--- src/rtl/mag_cmp_pkg.sv ---
// Shared constants and types for the 2-bit magnitude comparator tile.
package mag_cmp_pkg;

  localparam int OPW    = 2;
  localparam int RESW   = 3;
  localparam int GT_IDX = 0;
  localparam int EQ_IDX = 1;
  localparam int LT_IDX = 2;
  localparam int CNT_W  = 8;

  typedef logic [OPW-1:0]   opnd_t;
  typedef logic [RESW-1:0]  res_t;
  typedef logic [CNT_W-1:0] cnt_t;

  localparam cnt_t CNT_MAX = '1;

endpackage

--- src/rtl/mag_cmp2.sv ---
// Combinational unsigned compare producing one-hot {lt, eq, gt}.
import mag_cmp_pkg::*;

module mag_cmp2 (
  input  logic [OPW-1:0]  a_i,
  input  logic [OPW-1:0]  b_i,
  output logic [RESW-1:0] res_o
);

  always_comb begin
    res_o         = '0;
    res_o[GT_IDX] = (a_i > b_i);
    res_o[EQ_IDX] = (a_i == b_i);
    res_o[LT_IDX] = (a_i < b_i);
  end

endmodule

--- src/rtl/tt_um_bmsce_project_1.sv ---
// Tile wrapper: compare flags, registered flags, change strobe.
// MISMATCH_COUNT_EN adds a saturating A!=B counter on uio_out.
import mag_cmp_pkg::*;

module tt_um_bmsce_project_1 (
  input  logic [7:0] ui_in,
  output logic [7:0] uo_out,
  input  logic [7:0] uio_in,
  output logic [7:0] uio_out,
  output logic [7:0] uio_oe,
  input  logic       ena,
  input  logic       clk,
  input  logic       rst_n
);

  res_t cmp;
  res_t flags_q;
  res_t flags_d;
  logic strobe_q;
  logic strobe_d;
  logic unused_in;

  assign unused_in = ^{ui_in[7:4], uio_in};

  mag_cmp2 u_cmp (
    .a_i   (ui_in[1:0]),
    .b_i   (ui_in[3:2]),
    .res_o (cmp)
  );

  // Reset flags are 000, so the first load always strobes.
  always_comb begin
    flags_d  = flags_q;
    strobe_d = 1'b0;
    if (ena) begin
      flags_d  = cmp;
      strobe_d = (cmp != flags_q);
    end
  end

  // rst_n is active-high despite its name.
  always_ff @(posedge clk or posedge rst_n) begin
    if (rst_n) begin
      flags_q  <= '0;
      strobe_q <= 1'b0;
    end else begin
      flags_q  <= flags_d;
      strobe_q <= strobe_d;
    end
  end

  assign uo_out = {1'b0, strobe_q, flags_q, cmp};

`ifdef MISMATCH_COUNT_EN
  cnt_t cnt_q;
  cnt_t cnt_d;

  always_comb begin
    cnt_d = cnt_q;
    if (ena && !cmp[EQ_IDX] && (cnt_q != CNT_MAX)) begin
      cnt_d = cnt_q + 1'b1;
    end
  end

  always_ff @(posedge clk or posedge rst_n) begin
    if (rst_n) begin
      cnt_q <= '0;
    end else begin
      cnt_q <= cnt_d;
    end
  end

  assign uio_out = cnt_q;
  assign uio_oe  = 8'hFF;
`else
  assign uio_out = 8'h00;
  assign uio_oe  = 8'h00;
`endif

endmodule

--- config.mk ---
export PLATFORM = sky130hd
export DESIGN_NAME = tt_um_bmsce_project_1
export DESIGN_NICKNAME = d
export VERILOG_FILES = /design/src/rtl/mag_cmp_pkg.sv /design/src/rtl/mag_cmp2.sv /design/src/rtl/tt_um_bmsce_project_1.sv
export SDC_FILE = /design/constraint.sdc
export NUM_CORES = 1
export LEC_CHECK = 0
export ABC_AREA = 1
export CORE_MARGIN = 1.5
export CORE_UTILIZATION = 29
export CTS_BUF_LIST = sky130_fd_sc_hd__clkbuf_8 sky130_fd_sc_hd__clkbuf_16
export CTS_CLUSTER_SIZE = 40
export DETAILED_ROUTE_END_ITERATION = 12
export GPL_ROUTABILITY_DRIVEN = 0
export PLACE_DENSITY = 0.83
export SYNTH_ARGS = -nofsm -noshare
export SYNTH_HDL_FRONTEND = slang
export SYNTH_HIERARCHICAL = 1
export SYNTH_SLANG_ARGS = --single-unit
--- constraint.sdc ---
create_clock -name clk -period 2.8 [get_ports clk]
set_clock_uncertainty 0.2 [all_clocks]
set_input_delay 0.42 -clock clk [delete_from_list [all_inputs] [get_ports clk]]
set_output_delay 0.42 -clock clk [all_outputs]
set_load 0.005 [all_outputs]
==> results of run 1 <==
## critical path, delay by kind of cell
| family | cells | cell delay, ns |
|---|---|---|
| AND/OR/NAND/NOR | 1 | 0.07 |
| adder cells (fa/ha/maj) | 1 | 0.30 |
| AO/OA/AOI/OAI | 1 | 0.18 |
| buffers and inverters | 4 | 1.10 |
## cell usage after synthesis
| cell type | number |
|---|---|
| a21oi_1 | 1 |
| a21oi_2 | 1 |
| buf_4 | 18 |
| conb_1 | 1 |
| dfrtp_1 | 4 |
| ha_1 | 2 |
| inv_1 | 11 |
| nand2_1 | 14 |
| nor2_1 | 2 |
| o21ai_0 | 2 |
| xor2_1 | 1 |
## layout by cell type (no fill, tap or decap)
cell type / n
a21oi_2: 1
o21ai_0: 2
a21oi_1: 1
conb_1: 17
xor2_1: 1
ha_1: 2
dfrtp_1: 4
nand2_1: 14
clkbuf_8: 3
nor2_1: 2
clkdlybuf4s50_1: 13
inv_1: 11
buf_4: 1
## metal layers
layer  global-route usage  routed length, µm
met2                0.161                260
met5                    0                  0
met3               0.0333                 72
met4                0.129                 22
met1               0.0918                212
## path summary, 6_finish.rpt
check | startpoint | endpoint | slack, ns | depth (start not counted)
max | ui_in[3] | uo_out[0] | 0.12 | 7
max reg2reg | flags_q[1]$_DFFE_PP0P_ | strobe_q$_DFF_PP0_ | 1.77 | 6
min in group clk | flags_q[2]$_DFFE_PP0P_ | flags_q[2]$_DFFE_PP0P_ | 0.33 | 2
min reg2reg | flags_q[2]$_DFFE_PP0P_ | flags_q[2]$_DFFE_PP0P_ | 0.33 | 2
min | rst_n | strobe_q$_DFF_PP0_ | 0.20 | 2
max in group asynchronous | rst_n | flags_q[0]$_DFFE_PP0P_ | 2.06 | 2
## power breakdown
group	switching, W	leakage [nW]	internal, W
logic	0.0000344	0.225	0.0000421
clock network	0.0000276	0.0216	0.0000914
registers	0.00000517	0.0498	0.0000658
total	0.0000671	0.296	0.000199
## final cells by class
type | instances | area, µm² | area share
multi-input combinational | 40 | 181 | 0.349
timing repair buffer | 14 | 138 | 0.264
sequential | 4 | 100 | 0.192
clock buffer | 3 | 41.3 | 0.0793
inverter | 11 | 41.3 | 0.0793
tap | 15 | 18.8 | 0.0361
## cell families (layout without fill, tap and decap cells)
| kind of cell | after synthesis | in the layout | synth area share |
|---|---|---|---|
| and+or+nand+nor | 16 | 16 | 0.151 |
| adders and majority gates | 2 | 2 | 0.0629 |
| DFF | 4 | 4 | 0.252 |
| buffers and inverters | 29 | 28 | 0.443 |
| AOI/OAI and AO/OA | 4 | 4 | 0.0597 |
| xor gates and xnor gates | 1 | 1 | 0.0220 |
| other | 1 | 17 | 0.00942 |
## sequential cells by signal, indices dropped and copies added (netlist names)
name	cells
flags_q	3
strobe_q	1
## per-stage QoR
step / power [W] / area (µm²) / instances / hold WS, ns
final: 0.000266 / 520 / 87 / 0.198
after global routing: 0.000290 / 520 / 87 / 0.210
after CTS: 0.000271 / 520 / 87 / 0.199
after detailed placement: 0.000148 / 479 / 84 / 0.327
after global placement: 0.000146 / 479 / 84 / 0.303
after floorplan: 0.000127 / 458 / 73 / -0.0139
==> results.toml, run 1 <==
[drt]
first_iter_violations = 3
postRouteAntennaNets = 0
via_per_inst = 3.64
route.vias.total = 317
drt-wirelength-per-cell_um = 6.54
drt-pass1-iter-count = 4
routed_wl_um = 569
drc = 0

[logic_synthesis]
synth_top_area_cell = "buf_4"
yosys_warnings = 6
synthesis.area_um2 = 398
yosys-top-cells-area = "buf_4 34%, dfrtp_1 25%, nand2_1 13%"
syn_inst = 57
ys_seq_area_frac = 0.252
syn_area_per_cell_um2 = 6.98
synth.top_cell.area_share = 0.340
synth_seq_cells = 4
yosysUniqueCellTypes = 11

[sta]
drv_slew = 0
final.setup.tns_ns = 0
finalSetupViolCount = 0
layout_setup_ws_ns = 0.116
finalCritPeriodShare = 0.958
hold_viol_final = 0
period_minus_slack_ns = 2.68
rsz0062_at_grt = "no"
timing.fmax_mhz = 373

[setup_path]
end_kind = "primary output"
crit_type = "in -> out"
cp_slowest_cell = "clkdlybuf4s50_1"
start_kind = "primary input"
slowest_delay_ns = 0.53
arrival_ns = 2.06
required_ns = 2.18
path_max_fanout = 5
path_cells = "clkdlybuf4s50_1, inv_1, ha_1, nand2_1, inv_1, a21oi_2, clkdlybuf4s50_1"

[global_routing]
grt_first_pass_wirelength_um = 993
grt_max_degree = 7
grt_use_total = 0.102
antenna_found_initial = 0
grt_pass1_vias = 284
overflow = 0

[clocking]
cts_tree = "done"
cts_resized = 0
cts_setup_buffers = 0
clk_latency_ns = 0.21
cts_root_buffer = "clkbuf_8"
cts_max_path_buffers = 2
cts_hold_buf = 0
h-tree-depth = 1
cts_inserted_buffers = 3
cts.sinks = 4
clkSlewWorstSetupHoldPaths_ns = 0.03

[final_layout]
fill_cells = 152
drive_above_1_share = 0.0694
diodes = 0
final_util = 0.405
area_delta_synth_final_pct = 30.8
final_nets = 95

[floorplanning]
die_y_um = 40.0
core_um2 = 1280
die_x_um = 40.0
start_util = 0.310
die_area_um2 = 1600
io_pins = 43
std_cell_rows = 13

[pwr]
ir_drop_mv = 0.150
power.leakage_nw = 0.296
power_density_nw_per_um2 = 512

[hold_path]
hp-class = "in -> async"

[placed_design]
pre_cts_ws_ns = 0.102
dp_hpwl_um = 493
numPortBuffers = 13

[job]
maxCapViolations = 0

[outcome]
status = "finished, final reports clean"
Note: power is estimated with default switching activity, not from simulation.
==> run 2, diff against run 1 <==
--- a/config.mk
+++ b/config.mk
@@ -12,6 +12,7 @@
 export CTS_CLUSTER_SIZE = 40
 export DETAILED_ROUTE_END_ITERATION = 12
 export GPL_ROUTABILITY_DRIVEN = 0
+export HOLD_SLACK_MARGIN = 0.06
 export PLACE_DENSITY = 0.83
 export SYNTH_ARGS = -nofsm -noshare
 export SYNTH_HDL_FRONTEND = slang
==> results of run 2 <==
No change in the layout: final DEF, timing and power equal those of run 1.
